<file path="src/rtl/mips_multicycle_core.sv">
// Multi-cycle MIPS-subset core on one shared req/ready memory port.
// Optional perf counters (cycle_cnt, instret_cnt) under `MIPS_MC_PERF_EN.
module mips_multicycle_core #(
    parameter logic [31:0] RESET_PC = 32'h0000_0000,
    parameter int          ADDR_W   = 32,
    parameter int          DBG_REG  = 2,
    parameter int          TEST_W   = 16
) (
    input  logic              clk,
    input  logic              reset,
    output logic              mem_req,
    output logic              mem_we,
    output logic [ADDR_W-1:0] mem_addr,
    output logic [31:0]       mem_wdata,
    input  logic [31:0]       mem_rdata,
    input  logic              mem_ready,
    output logic              halted,
`ifdef MIPS_MC_PERF_EN
    output logic [31:0]       cycle_cnt,
    output logic [31:0]       instret_cnt,
`endif
    output logic [TEST_W-1:0] test_value
);

    localparam logic [5:0] OP_R    = 6'h00;
    localparam logic [5:0] OP_J    = 6'h02;
    localparam logic [5:0] OP_BEQ  = 6'h04;
    localparam logic [5:0] OP_ADDI = 6'h08;
    localparam logic [5:0] OP_LW   = 6'h23;
    localparam logic [5:0] OP_SW   = 6'h2B;

    typedef enum logic [3:0] {
        S_FETCH, S_DECODE, S_MEMADR, S_MEMRD, S_MEMWB, S_MEMWR,
        S_EXEC, S_ALUWB, S_ADDIEX, S_ADDIWB, S_BRANCH, S_JUMP, S_HALT
    } state_t;

    state_t      state;
    logic [31:0] pc;
    logic [31:0] ir;
    logic [31:0] a;
    logic [31:0] b;
    logic [31:0] alu_out;
    logic [31:0] mdr;
    logic [31:0] target;
    logic [31:0] rf [32];

    logic [5:0]  op;
    logic [4:0]  rs;
    logic [4:0]  rt;
    logic [4:0]  rd;
    logic [5:0]  funct;
    logic [31:0] imm_sext;
    logic [31:0] br_off;
    logic [31:0] jtarget;
    logic [31:0] alu_r;
    logic        funct_ok;
    logic        retire;
    logic [31:0] next_fetch;

    assign op       = ir[31:26];
    assign rs       = ir[25:21];
    assign rt       = ir[20:16];
    assign rd       = ir[15:11];
    assign funct    = ir[5:0];
    assign imm_sext = {{16{ir[15]}}, ir[15:0]};
    assign br_off   = {imm_sext[29:0], 2'b00};
    assign jtarget  = {pc[31:28], ir[25:0], 2'b00};

    assign test_value = rf[DBG_REG][TEST_W-1:0];

    // Word-align a byte address and trim it to the port width.
    function automatic logic [ADDR_W-1:0] align(input logic [31:0] x);
        logic [31:0] t;
        t = {x[31:2], 2'b00};
        return t[ADDR_W-1:0];
    endfunction

    // R-type ALU result and legality of the funct field.
    always_comb begin
        alu_r    = '0;
        funct_ok = 1'b1;
        unique case (funct)
            6'h20:   alu_r = a + b;
            6'h22:   alu_r = a - b;
            6'h24:   alu_r = a & b;
            6'h25:   alu_r = a | b;
            6'h2A:   alu_r = {31'b0, $signed(a) < $signed(b)};
            default: funct_ok = 1'b0;
        endcase
    end

    // Instruction completion and the PC of the following fetch.
    always_comb begin
        retire     = 1'b0;
        next_fetch = pc;
        unique case (state)
            S_MEMWB, S_ALUWB, S_ADDIWB: retire = 1'b1;
            S_MEMWR: retire = mem_ready;
            S_BRANCH: begin
                retire = 1'b1;
                if (a == b) next_fetch = target;
            end
            S_JUMP: begin
                retire     = 1'b1;
                next_fetch = jtarget;
            end
            default: retire = 1'b0;
        endcase
    end

    // Main FSM: datapath registers, regfile writes and registered memory port.
    always_ff @(posedge clk) begin
        if (reset) begin
            state     <= S_FETCH;
            pc        <= RESET_PC;
            ir        <= '0;
            a         <= '0;
            b         <= '0;
            alu_out   <= '0;
            mdr       <= '0;
            target    <= '0;
            halted    <= 1'b0;
            mem_req   <= 1'b0;
            mem_we    <= 1'b0;
            mem_addr  <= '0;
            mem_wdata <= '0;
            for (int i = 0; i < 32; i++) rf[i] <= '0;
        end else begin
            unique case (state)
                S_FETCH: begin
                    if (!mem_req) begin
                        mem_req  <= 1'b1;
                        mem_we   <= 1'b0;
                        mem_addr <= align(pc);
                    end else if (mem_ready) begin
                        ir      <= mem_rdata;
                        pc      <= pc + 32'd4;
                        mem_req <= 1'b0;
                        state   <= S_DECODE;
                    end
                end
                S_DECODE: begin
                    a      <= rf[rs];
                    b      <= rf[rt];
                    target <= pc + br_off;
                    if (op == OP_LW || op == OP_SW) state <= S_MEMADR;
                    else if (op == OP_R && funct_ok) state <= S_EXEC;
                    else if (op == OP_ADDI) state <= S_ADDIEX;
                    else if (op == OP_BEQ) state <= S_BRANCH;
                    else if (op == OP_J) state <= S_JUMP;
                    else begin
                        state  <= S_HALT;
                        halted <= 1'b1;
                    end
                end
                S_MEMADR: begin
                    alu_out  <= a + imm_sext;
                    mem_req  <= 1'b1;
                    mem_addr <= align(a + imm_sext);
                    if (op == OP_SW) begin
                        mem_we    <= 1'b1;
                        mem_wdata <= b;
                        state     <= S_MEMWR;
                    end else begin
                        state <= S_MEMRD;
                    end
                end
                S_MEMRD: begin
                    if (mem_ready) begin
                        mdr     <= mem_rdata;
                        mem_req <= 1'b0;
                        state   <= S_MEMWB;
                    end
                end
                S_MEMWB: if (rt != 5'd0) rf[rt] <= mdr;
                S_EXEC: begin
                    alu_out <= alu_r;
                    state   <= S_ALUWB;
                end
                S_ALUWB: if (rd != 5'd0) rf[rd] <= alu_out;
                S_ADDIEX: begin
                    alu_out <= a + imm_sext;
                    state   <= S_ADDIWB;
                end
                S_ADDIWB: if (rt != 5'd0) rf[rt] <= alu_out;
                S_MEMWR, S_BRANCH, S_JUMP, S_HALT: ;
                default: begin
                    state  <= S_HALT;
                    halted <= 1'b1;
                end
            endcase
            if (retire) begin
                pc       <= next_fetch;
                mem_req  <= 1'b1;
                mem_we   <= 1'b0;
                mem_addr <= align(next_fetch);
                state    <= S_FETCH;
            end
        end
    end

`ifdef MIPS_MC_PERF_EN
    // Cycle and retired-instruction counters; both stop once halted.
    always_ff @(posedge clk) begin
        if (reset) begin
            cycle_cnt   <= '0;
            instret_cnt <= '0;
        end else begin
            if (!halted) cycle_cnt <= cycle_cnt + 32'd1;
            if (retire) instret_cnt <= instret_cnt + 32'd1;
        end
    end
`endif

endmodule
</file>
<file path="config.mk">
export PLATFORM = sky130hd
export DESIGN_NAME = mips_multicycle_core
export DESIGN_NICKNAME = d
export VERILOG_FILES = /design/src/rtl/mips_multicycle_core.sv
export SDC_FILE = /design/constraint.sdc
export NUM_CORES = 2
export LEC_CHECK = 0
export ABC_CLOCK_PERIOD_IN_PS = 4300
export BUFFER_PORTS_ARGS = -buffer_cell sky130_fd_sc_hd__buf_4
export CORE_MARGIN = 2
export CORE_UTILIZATION = 60
export CTS_BUF_LIST = sky130_fd_sc_hd__clkbuf_4 sky130_fd_sc_hd__clkbuf_8 sky130_fd_sc_hd__clkbuf_16
export CTS_CLUSTER_DIAMETER = 100
export DETAILED_ROUTE_END_ITERATION = 7
export PLACE_DENSITY = 0.8
export SLEW_MARGIN = 0
export SYNTH_ARGS = -nofsm -noshare
export SYNTH_HDL_FRONTEND = slang
export SYNTH_SLANG_ARGS = --single-unit
</file>
<file path="constraint.sdc">
create_clock -name clk -period 4.3 [get_ports clk]
set_input_delay 0.86 -clock clk [delete_from_list [all_inputs] [get_ports clk]]
set_output_delay 0.86 -clock clk [all_outputs]
set_load 0.1 [all_outputs]
</file>
==> flow_metrics.tcl <==
set metrics [dict create \
    syn_avg_cell_area_um2 12.2 \
    vias_per_cell 7.34 \
    vdd_drop_max_v 0.000728 \
    wl_per_cell_um 33.8 \
    critPathLaunch "a[8]$_SDFFE_PP0P_" \
    ys.flop_type "edfxtp_1" \
    layout_common_cells "nor2_1 (1236), edfxtp_1 (1024), mux4_2 (640)" \
    power_density_nw_per_um2 533 \
    synth_seq_area_share_pct 51.1 \
    cts_made_buffers 140 \
    fp.dieH_um 349 \
    regArea_um2 36600 \
    dieWidth_um 349 \
    synth_area_um2 71500 \
    post_cts_buffers 0 \
    reg2reg_from "a[8]$_SDFFE_PP0P_" \
    first_iter_violations 9376 \
    crit_slowest_cell "dfxtp_1" \
    grt_pass1_vias 55000 \
    fin_nets 6099 \
    async_flop_share_pct 0 \
    htree_levels 4 \
    fp.dieArea_um2 122000 \
    tightestPinTransition_ns 1.13 \
    grt_util_met1_pct 50.9 \
    syn_to_final_growth_pct 11.8 \
    final.period_utilization_pct 97.0 \
    final_layout_size_suffix_gt1_share_pct 23.1 \
    rows 126 \
    ctsHoldBuffers 0 \
    layout_commonest_cell "nor2_1" \
    maxCapViolCount 0 \
    hpwl_mm 160 \
    antenna_found_initial 7 \
    synth_edf_count 1024 \
    path_max_fanout 9 \
    port-buffer-count 115 \
    fmax_mhz 240 \
    clock_sinks 1313 \
    finalSetupViolCount 0 \
    dp_slack_ns -0.0568 \
    globalRouteOverflowTotal 0 \
    utilization_pct 67.7 \
    routed_wl_mm 255 \
    critPathCaptureType "flop" \
    pin_count 118 \
    grt_busiest_layer "met2" \
    hold_viol_final 0 \
    reg2regPathDepth 13 \
    dr.pass1.iters 8 \
    cts_root_buf "clkbuf_16" \
    final_cell_count_no_fill 7542 \
    drcViolationCount 0 \
    clk_pin_slew_ns 0.06 \
    tritoncts "done" \
    criticalPathCategory "reg -> reg" \
    crit_required_ns 5.01 \
    hold_path_class "in -> reg" \
    worstPathArrival_ns 4.88 \
    track_usage_pct 41.8 \
    hold_ws_ns 0.316 \
    vias 55400 \
    ant_nets 0 \
    clkLatencyLatePin_ns 0.81 \
    fillers 7952 \
    dp_cells 7282 \
    outcome "completed" \
    p_leak_nw 26.3 \
    grt_setup_unrepaired "no" \
    fin_skew_ns 0.0497 \
    clockBufferDepth 3 \
    grt_util_met2_pct 63.6 \
    grt_max_degree 132 \
    hp-start "mem_rdata[7]" \
    ys_warn_count 0 \
    max_stage_delay_ns 0.53 \
    start_kind "flop" \
    timing.final.ws_setup_ns 0.130 \
    grt_pass1_wl_mm 366 \
    grtUsageMet3_pct 14.1 \
    core_area_um2 118000 \
    yosysUniqueCellTypes 86 \
    ys_ff_latch 1313 \
    timing.slew.headroom_pct 24.5 \
    period_minus_slack_ns 4.17 \
    initial_core_util_pct 60.5 \
    power_mw 42.6 \
    multiInputGateArea_um2 33100 \
    path_cells "inv_1 -> ha_1 -> nand4_1 -> nor4_4 -> o31ai_1 -> a2111oi_0 -> buf_4 -> o21ai_0 -> a211oi_1 -> o22ai_1 -> xor2_1 -> o32ai_1 -> o21a_1" \
    final_max_slew_viol_count 0 \
    synthCells 5866 \
    place_congestion 1.02 \
    min_path_cells 3 \
]
## flip-flops by register name (all words and copies together) (netlist names)
register	cells
a	32
alu_out	32
b	32
halted	1
ir	32
mdr	32
mem_addr	30
mem_req	1
mem_wdata	32
mem_we	1
pc	30
rf	1024
state	4
target	30
## kinds of logic (layout without fill, tap and decap cells)
kind of cell    Yosys count  count (layout)  synth area share [%]
simple gates           1977            1977                  11.2
buf+inv                 656             761                  3.61
other cells               1              36               0.00525
fa+ha+maj               176             176                  3.12
compound gates          894             894                  8.00
flops                  1313            1313                  51.1
mux                     752             752                  21.7
xor+xnor                 97              97                  1.19
## stage by stage
stage / instance area (µm²) / setup TNS, ns
after global routing: 79900 / 0
after floorplan: 71600 / 0
after global placement: 75300 / -0.120
after CTS: 79900 / 0
after detailed placement: 75300 / -0.0568
final: 79900 / 0
## Yosys cell counts (14+ instances only)
master	count	area share (%)
xnor2_1	64	0.78
o21ai_0	107	0.75
nand3_1	45	0.32
buf_2	18	0.13
o21a_1	20	0.21
mux4_2	640	20
nor2b_1	25	0.22
buf_1	49	0.26
o21bai_1	25	0.26
o22ai_1	27	0.24
edfxtp_1	1024	43
a21oi_1	362	2.5
ha_1	172	3.0
o211ai_1	29	0.30
clkbuf_1	446	2.3
nor3_1	47	0.33
or3_1	14	0.12
a22oi_1	23	0.24
a31oi_1	23	0.20
o221ai_1	16	0.20
xor2_1	33	0.40
and3_1	15	0.13
o31ai_1	15	0.16
nand2_1	480	2.5
a211oi_1	97	1.0
nor2_1	1242	6.5
buf_4	21	0.22
nand2b_1	24	0.21
a21o_1	32	0.34
dfxtp_1	289	8.1
nand4_1	22	0.19
inv_1	117	0.61
nor4_1	14	0.12
a221oi_1	17	0.21
mux2i_1	112	1.6
## layer usage
layer / routed length [µm] / up-vias
li1: - / 22000
met1: 80900 / 26700
met2: 115000 / 5212
met3: 37600 / 1440
met4: 21300 / 18
met5: 191 / -
## power breakdown
| group | switching, mW | total [mW] | internal [mW] |
|---|---|---|---|
| Clock | 5.43 | 12.1 | 6.71 |
| Sequential | 1.09 | 15.6 | 14.5 |
| Combinational | 9.38 | 14.8 | 5.44 |
| Total | 15.9 | 42.6 | 26.7 |
## critical path, delay by kind of cell (launching register included)
family          cells  cell delay, ns
compound gates      7            1.94
fa+ha+maj           1            0.47
flops               1            0.53
xor+xnor            1            0.20
buf+inv             2            0.28
simple gates        2            0.65
## what timing repair did
action / CTS / global route
pin swaps: 0 / 0
gates resized for setup: 2 / 6
endpoints found under the setup margin: 2 / 5
## cell type report
cell class / count / share of cell area [%]
Inverter: 120 / 0.564
Timing Repair Buffer: 383 / 4.16
Multi-Input combinational cell: 3930 / 41.4
Clock inverter: 82 / 0.941
Clock buffer: 176 / 4.75
Sequential cell: 1313 / 45.8
Antenna cell: 2 / 0.00626
Tap cell: 1536 / 2.41
## worst paths after layout
kind | slack, ns | end
min | 0.32 | ir[7]$_SDFFE_PP0P_
min reg2reg | 0.45 | target[7]$_SDFFE_PP0P_
max | 0.13 | alu_out[28]$_SDFFE_PP0P_
max reg2reg | 0.13 | alu_out[28]$_SDFFE_PP0P_
Power figures use the tool's default switching activity.
